[config.mk]
export PLATFORM = sky130hd
export DESIGN_NAME = tlc_intersection
export DESIGN_NICKNAME = d
export VERILOG_FILES = /design/src/rtl/tlc_intersection.sv
export SDC_FILE = /design/constraint.sdc
export NUM_CORES = 1
export LEC_CHECK = 0
export CAP_MARGIN = 25
export CORE_UTILIZATION = 40
export CTS_BUF_LIST = sky130_fd_sc_hd__clkbuf_4 sky130_fd_sc_hd__clkbuf_8 sky130_fd_sc_hd__clkbuf_16
export DETAILED_ROUTE_END_ITERATION = 6
export GPL_ROUTABILITY_DRIVEN = 0
export GPL_TIMING_DRIVEN = 0
export PLACE_DENSITY = 0.65
export SLEW_MARGIN = 20
export SYNTH_ARGS = -nofsm -noshare
export SYNTH_HDL_FRONTEND = slang
export SYNTH_SLANG_ARGS = --single-unit
export TNS_END_PERCENT = 50
[constraint.sdc]
create_clock -name clock -period 3 [get_ports clock]
set_input_delay 0.9 -clock clock [delete_from_list [all_inputs] [get_ports clock]]
set_output_delay 0.9 -clock clock [all_outputs]
set_load 0.02 [all_outputs]
[src/rtl/tlc_intersection.sv]
// tlc_intersection: two-road intersection controller.
// The main road rests on green; the side road is served only after a latched
// vehicle-sensor or pedestrian request. All-red clearance separates the greens.
// The lamps are registered Moore outputs, decoded from the next-state value.
// Optional feature: define TLC_FLASH_EN to add the flash_req input and a
// FLASH state in which main yellow and side red blink together.

module tlc_intersection #(
   parameter int CNT_W      = 8,
   parameter int MAIN_MIN_G = 20,
   parameter int MAIN_Y_T   = 4,
   parameter int ALLRED_T   = 2,
   parameter int SIDE_G_T   = 12,
   parameter int SIDE_Y_T   = 4,
   parameter int FLASH_T    = 8
) (
   input  logic       clock,
   input  logic       reset_n,
   input  logic       side_sensor,
   input  logic       ped_btn,
`ifdef TLC_FLASH_EN
   input  logic       flash_req,
`endif
   output logic       main_r,
   output logic       main_y,
   output logic       main_g,
   output logic       side_r,
   output logic       side_y,
   output logic       side_g,
   output logic       walk,
   output logic       req_pending,
   output logic [2:0] phase
);

   typedef enum logic [2:0] {
      MAIN_G = 3'd0,
      MAIN_Y = 3'd1,
      CLR_MS = 3'd2,
      SIDE_G = 3'd3,
      SIDE_Y = 3'd4,
      CLR_SM = 3'd5
`ifdef TLC_FLASH_EN
      , FLASH = 3'd6
`endif
   } state_t;

   typedef struct packed {
      logic main_r;
      logic main_y;
      logic main_g;
      logic side_r;
      logic side_y;
      logic side_g;
      logic walk;
   } lamps_t;

   // Timer values on the last cycle of each timed state.
   localparam logic [CNT_W-1:0] TMAX         = '1;
   localparam logic [CNT_W-1:0] MAIN_MIN_END = CNT_W'(MAIN_MIN_G - 1);
   localparam logic [CNT_W-1:0] MAIN_Y_END   = CNT_W'(MAIN_Y_T - 1);
   localparam logic [CNT_W-1:0] ALLRED_END   = CNT_W'(ALLRED_T - 1);
   localparam logic [CNT_W-1:0] SIDE_G_END   = CNT_W'(SIDE_G_T - 1);
   localparam logic [CNT_W-1:0] SIDE_Y_END   = CNT_W'(SIDE_Y_T - 1);
`ifdef TLC_FLASH_EN
   localparam logic [CNT_W-1:0] FLASH_END    = CNT_W'(FLASH_T - 1);
`endif

   // Both roads red, nothing else lit: the reset and clearance picture.
   localparam lamps_t LAMPS_ALLRED = '{main_r: 1'b1, side_r: 1'b1, default: 1'b0};

   state_t           state, state_nxt;
   logic [CNT_W-1:0] timer, timer_nxt;
   logic             req_lat, ped_lat, walk_serve, walk_serve_nxt;
   logic             enter_side, req_in;
   lamps_t           lamps, lamps_nxt;
`ifdef TLC_FLASH_EN
   logic             flash_on, flash_on_nxt;
`endif

   assign req_in = side_sensor | ped_btn;

   // Next state, phase timer and walk-serve flag.
   always_comb begin
      // NOTE: every variable gets a default first so no path leaves it unassigned (no latch).
      state_nxt = state;
      case (state)
         MAIN_G: if (req_lat && timer >= MAIN_MIN_END) state_nxt = MAIN_Y;
         MAIN_Y: if (timer == MAIN_Y_END) state_nxt = CLR_MS;
         CLR_MS: if (timer == ALLRED_END) begin
`ifdef TLC_FLASH_EN
            state_nxt = flash_req ? FLASH : SIDE_G;
`else
            state_nxt = SIDE_G;
`endif
         end
         SIDE_G: if (timer == SIDE_G_END) state_nxt = SIDE_Y;
         SIDE_Y: if (timer == SIDE_Y_END) state_nxt = CLR_SM;
         CLR_SM: if (timer == ALLRED_END) begin
`ifdef TLC_FLASH_EN
            state_nxt = flash_req ? FLASH : MAIN_G;
`else
            state_nxt = MAIN_G;
`endif
         end
`ifdef TLC_FLASH_EN
         FLASH:  if (timer == FLASH_END && !flash_req) state_nxt = CLR_SM;
`endif
         default: state_nxt = CLR_SM;
      endcase

      // Restart on every state change; main green parks at full scale instead of wrapping.
      if (state_nxt != state)                      timer_nxt = '0;
      else if (state == MAIN_G && timer == TMAX)   timer_nxt = timer;
`ifdef TLC_FLASH_EN
      else if (state == FLASH && timer == FLASH_END) timer_nxt = '0;
`endif
      else                                         timer_nxt = timer + CNT_W'(1);

      enter_side     = (state == CLR_MS) && (state_nxt == SIDE_G);
      walk_serve_nxt = enter_side ? ped_lat : walk_serve;

`ifdef TLC_FLASH_EN
      flash_on_nxt = flash_on;
      if (state_nxt == FLASH) begin
         if (state != FLASH)          flash_on_nxt = 1'b1;
         else if (timer == FLASH_END) flash_on_nxt = ~flash_on;
      end
`endif
   end

   // Lamp decode of the upcoming state, so the registered lamps track the state register.
   always_comb begin
      lamps_nxt = LAMPS_ALLRED;
      case (state_nxt)
         MAIN_G: begin lamps_nxt.main_r = 1'b0; lamps_nxt.main_g = 1'b1; end
         MAIN_Y: begin lamps_nxt.main_r = 1'b0; lamps_nxt.main_y = 1'b1; end
         SIDE_G: begin
            lamps_nxt.side_r = 1'b0;
            lamps_nxt.side_g = 1'b1;
            lamps_nxt.walk   = walk_serve_nxt;
         end
         SIDE_Y: begin lamps_nxt.side_r = 1'b0; lamps_nxt.side_y = 1'b1; end
`ifdef TLC_FLASH_EN
         FLASH: begin
            lamps_nxt.main_r = 1'b0;
            lamps_nxt.main_y = flash_on_nxt;
            lamps_nxt.side_r = flash_on_nxt;
         end
`endif
         default: ;
      endcase
   end

   // FSM state, timer, request latches and registered lamps.
   always_ff @(posedge clock or negedge reset_n) begin
      if (!reset_n) begin
         state      <= CLR_SM;
         timer      <= '0;
         req_lat    <= 1'b0;
         ped_lat    <= 1'b0;
         walk_serve <= 1'b0;
         lamps      <= LAMPS_ALLRED;
`ifdef TLC_FLASH_EN
         flash_on   <= 1'b0;
`endif
      end else begin
         // NOTE: non-blocking assignments so every register updates from pre-edge values.
         state      <= state_nxt;
         timer      <= timer_nxt;
         // A request arriving on the SIDE_G entry cycle wins over the clear.
         req_lat    <= req_in | (req_lat & ~enter_side);
         ped_lat    <= enter_side ? ped_btn : (ped_lat | ped_btn);
         walk_serve <= walk_serve_nxt;
         lamps      <= lamps_nxt;
`ifdef TLC_FLASH_EN
         flash_on   <= flash_on_nxt;
`endif
      end
   end

   assign main_r      = lamps.main_r;
   assign main_y      = lamps.main_y;
   assign main_g      = lamps.main_g;
   assign side_r      = lamps.side_r;
   assign side_y      = lamps.side_y;
   assign side_g      = lamps.side_g;
   assign walk        = lamps.walk;
   assign req_pending = req_lat;
   assign phase       = state;

endmodule

### Word-level counts from Yosys, hierarchy flattened

Cells that the tools add are included.

| storage, ports and cells | value |
|---|---|
| memories kept | 0 |
| memory bits (read-only) | 0 |
| memory bits (writable) | 0 |
| bits in registers | 21 |
| latch bits | 0 |
| logic and storage cells | 57 |

| operators by class | value |
|---|---|
| reduce and logical (&&, ||, !) cells | 7 |
| div/mod/pow operators | 0 |
| add/sub/neg operators | 1 |
| multiplexer cells | 17 |
| equality and inequality tests | 14 |
| bitwise gates (word level) | 5 |
| magnitude comparators | 1 |
| multiply operators | 0 |
| shifts and indexed selects | 0 |

Operators with widths:

| cell | number |
|---|---|
| $mux W3 | 6 |
| $pmux W3 S6 | 1 |
| $mux W8 | 2 |
| $eq A3 B2 Y1 const B | 3 |
| $eq A3 B3 Y1 const B | 3 |
| $add A8 B1 Y8 const B | 1 |
| $eq A8 B1 Y1 const B | 1 |
| $eq A8 B2 Y1 const B | 1 |
| $eq A8 B4 Y1 const B | 1 |
| $eq A8 B8 Y1 const B | 1 |
| $ge A8 B5 Y1 const B | 1 |
| $mux W1 | 7 |
| $eq A3 B1 Y1 const B | 2 |
| $logic_not A3 Y1 | 2 |
| $reduce_or A2 Y1 | 2 |
| $logic_and A1 B1 Y1 | 3 |
| $ne A3 B3 Y1 | 1 |
| $or A1 B1 Y1 | 3 |
| $mux W2 | 1 |
| $ne A2 B2 Y1 const B | 1 |
| $and A1 B1 Y1 | 1 |
| $not A1 Y1 | 1 |

### Longest topological paths before layout

Gate-level depths: netlist of run 1.

| depth | value |
|---|---|
| word-level depth | 9 |
| mapped depth | 6 |

### Worst setup path before layout of run 1

OpenSTA, ideal clock, no wires.

| path | value |
|---|---|
| path kind | register to register |
| start | register timer[4] |
| end | register timer[6] |
| path buffers | 2 |
| setup slack | 1060 ps |
| cell stages (with the launch flop) | 7 |
| arrival | 1805 ps |
| required time | 2865 ps |
| cell sequence | dfrtp_1 -> buf_6 -> or4_1 -> clkbuf_2 -> or3_4 -> a21oi_4 -> a2111oi_0 |

| between the ends | value |
|---|---|
| longest elaborated chain between the ends | 6 |
| elaborated cells on any way between the ends | 19 |
| classes of those cells | add/sub: 1; order compare: 1; eq/ne: 6; mux: 9; reduce/logical: 2 |

Ends and longest elaborated chain:

| what | RTL line | source |
|---|---|---|
| from (decl) | 72 | `logic [CNT_W-1:0] timer, timer_nxt;` |
| from (signal assigned) | 169 | `timer <= timer_nxt;` |
| $ge A8 B5 Y1 | 87 | `MAIN_G: if (req_lat && timer >= MAIN_MIN_END) state_nxt = MAIN_Y;` |
| $logic_and A1 B1 Y1 | 87 |  |
| $mux W3 | 87 |  |
| $pmux W3 S6 | 86 | `case (state)` |
| $ne A3 B3 Y1 | 112 | `if (state_nxt != state) timer_nxt = '0;` |
| $ne A2 B2 Y1 (no line) / $mux W8 (equally long branches) | - |  |

Parallel ways exist; a longest one is shown, timed or not. The select of a mux whose other input is x is not followed.
A chain may end at the register's enable or synchronous reset.

### Final worst setup path of run 1

| path | value |
|---|---|
| start | register state[2], in the netlist phase[2] |
| end | output phase[2] |

RTL lines:

| what | RTL line | source |
|---|---|---|
| from (decl) | 71 | `state_t state, state_nxt;` |
| from (signal assigned) | 168 | `state <= state_nxt;` |
| to (decl) | 32 | `output logic [2:0] phase` |

No word-level cell between the ends.

==> run_results.csv, run 1 <==
group,metric,value,unit
global_route,grt_antenna_before_repair,0,
clock_tree,cts_tree,"done",
critical_path,rr_startpoint,"timer[0]",
timing,timing_worst_slew_pin_value,782,ps
critical_path,critPathLaunchType,"flip-flop",
synth,yosys.area.top_type,"dfrtp_1",
timing,max_freq,409,MHz
timing,fin_worst_skew,2.77,ps
floorplanning,start_util,43.2,%
global_route,grt_max_degree,22,
critical_path,cp_max_fo,8,
min_path,min-delay-start,"ped_lat",
min_path,hold_depth,1,
layout,area_growth,16.5,%
global_route,grt_usage,18.6,%
synth,synthTopCellsByArea,"dfrtp_1 (35%), dfstp_2 (8.6%), a2111oi_0 (2.9%)",
floorplanning,placementRows,19,
synth,async_flop_share,100,%
floorplanning,die_area,3280,sq um
global_route,grt_pass1_vias,1009,
synth,yosysWarnings,0,
synth,avgSynthCellArea,9.77,sq um
placement,io_buffers,14,
power_and_ir_drop,ir_drop,165,uV
clock_tree,h-tree-depth,1,
outcome,status,"finished with violations",
critical_path,crit_arrival,1540,ps
critical_path,endpoint,"phase[2]",
critical_path,crit_chain,"clkdlybuf4s50_1",
drt,drtIter0Drc,28,
synth,synth_edf_count,0,
placement,dp.cells,170,
synth,synthFlopType,"dfrtp_1",
synth,ys_types,49,
layout,fillers,265,
critical_path,cpMaxStageDelayCell,"dfstp_2",
critical_path,endpoint_kind,"output port",
synth,synth-seq-cells,21,
clock_tree,clock_path_buffers,2,
placement,placed_cell_area,1400,sq um
timing,min_period,2440,ps
critical_path,setup.worst_path.start,"phase[2]",
drt,ant_nets,0,
clock_tree,cts_setup_buffers,0,
layout,final_util,50.3,%
drt,vias,1028,
synth,synth_nets,131,
global_route,grt-ovfl-total,0,
layout,final_area,1420,sq um
floorplanning,die_y,57.3,um
min_path,hold_class,"flip-flop to flip-flop",
synth,ys_seq_area_share,43.4,%
critical_path,path_buf_inv,1,
synth,synth_top_area_share,34.8,%
timing,grt_setup_unrepaired,"no",
critical_path,crit-reg2reg-capture,"timer[6]",
timing,slew_violations,0,
drt,drcViolationCount,1,
critical_path,cp.depth,1,
floorplanning,coreArea,2830,sq um
drt,first_pass_iters,6,
critical_path,cp.required,2100,ps
timing,setup_violations,0,
clock_tree,cts-buffers-inserted,3,
placement,dp.final_hpwl,1960,um
timing,finalHoldViolCount,0,
drt,via_per_inst,5.91,
clock_tree,holdBufCountCts,0,
clock_tree,cts-resized-gates,0,
power_and_ir_drop,pwr_density_cell,301,nW/um^2
global_route,grt_first_pass_wirelength,4710,um
critical_path,crit_type,"flip-flop to output port",
layout,drive_gt1_share,14.0,%
clock_tree,clock_sinks,21,
synth,syn_inst,125,
timing,fin_tns_setup,0,ps
clock_tree,clk_latency,300,ps
job,maxCapViolCount,0,
drt,wl_per_cell,15.1,um
critical_path,r2r_setup_slack,830,ps
outcome,failed_checks,"design-rule violations",
layout,fin_nets,150,
drt,wl,2620,um
synth,syn_area,1220,sq um
clock_tree,clkSlewWorstSetupHoldPaths,120,ps
layout,fin_cells,174,
critical_path,cp_top_family,"flip-flops",
floorplanning,fp.dieW,57.3,um
power_and_ir_drop,leakage,0.546,nW
critical_path,cpPeakStageDelay,620,ps
critical_path,r2r_cells,6,
layout,diodes,0,
clock_tree,clockRootBuffer,"clkbuf_4",
timing,period_share,81.4,%
floorplanning,io_pins,15,
timing,slew_headroom,47.5,%
[layer usage]
| metal | share of wire [%] | global-route usage, % |
|---|---|---|
| met1 | 48 | 25.1 |
| met2 | 48 | 31.1 |
| met3 | 3.0 | 2.27 |
| met4 | 0.65 | 6.27 |
| met5 | 0 | 0 |
[worst min-delay path by stage]
stage / to / slack, ps
CTS: ped_lat / 500
detailed placement: ped_lat / 470
global placement: ped_lat / 460
global route: ped_lat / 520
floorplan: ped_lat / 450
finish: ped_lat / 490
[layout make-up]
cell class | instances | area, sq um | area share (%)
inverter | 3 | 11.3 | 0.792
clock inverter | 1 | 5.00 | 0.352
timing repair buffer | 14 | 135 | 9.50
clock buffer | 3 | 22.5 | 1.58
buffer | 9 | 43.8 | 3.08
tap | 31 | 38.8 | 2.73
multi-input combinational | 92 | 636 | 44.7
sequential | 21 | 531 | 37.3
[flip-flops by register name, indices dropped and copies added (netlist names)]
name	cells
timer	8
phase	3
main_g	1
main_r	1
main_y	1
ped_lat	1
req_pending	1
side_g	1
side_r	1
side_y	1
walk	1
walk_serve	1
[logic make-up (layout without fill, tap and decap cells)]
group	after synthesis	in the layout	synth area share [%]
buffers and inverters	12	30	4.51
adder cells (fa/ha/maj)	2	2	2.05
AO/OA/AOI/OAI	28	28	17.6
flip-flops	21	21	43.4
multiplexers	2	2	1.74
AND/OR/NAND/NOR	59	59	29.9
XOR/XNOR	1	1	0.717
[synthesized netlist by cell type, types with 3 or more instances]
master / count
o21ai_0: 4
dfstp_2: 4
or3_1: 3
nand3_1: 6
or3b_2: 3
nand2_1: 8
clkbuf_1: 5
nand4_1: 3
and3_1: 3
nor2_1: 8
dfrtp_1: 17
nand3b_1: 3
a2111oi_0: 4
nor3_1: 5
inv_1: 3
[power by group]
group          leakage [nW]     switching (W)  internal (W)
registers             0.249  0.00000000000988      0.000283
clock network        0.0177         0.0000866     0.0000496
logic                 0.279        0.00000588    0.00000277
[metrics by stage]
| step | power [W] | setup slack, ps | hold slack (ps) |
|---|---|---|---|
| 5_1_grt | 0.000458 | 466 | 521 |
| 3_5_place_dp | 0.000298 | 742 | 466 |
| 2_1_floorplan | 0.000289 | 1060 | 445 |
| 6_report | 0.000428 | 557 | 494 |
| 3_3_place_gp | 0.000298 | 864 | 459 |
| 4_1_cts | 0.000436 | 538 | 495 |
[cell usage in the layout (no fill, tap or decap), types with 4 or more instances in the layout]
master and count:
o21ai_0 4, dfrtp_1 17, a2111oi_0 4, nand2_1 8, clkbuf_1 5, nor2_1 8, dfstp_2 4, nor3_1 5
clkdlybuf4s50_1 13, nand3_1 6
No activity file was read; power rests on OpenSTA's default activity.
==> run 2: changes to the inputs <==
- clock period: 3 -> 2.4 ns (I/O delays scaled with it)
==> results of run 2 <==
Same layout as run 1 (identical final DEF). Status: finished with violations: design-rule violations.
Main changes from that run: setup slack after placement 742 ps -> 142 ps; setup slack after layout 557 ps -> 137 ps; hold slack 494 ps -> 353 ps; register-to-register setup slack 830 ps -> 230 ps; total power 0.000428 W -> 0.000535 W; worst IR drop on VDD 165 uV -> 206 uV
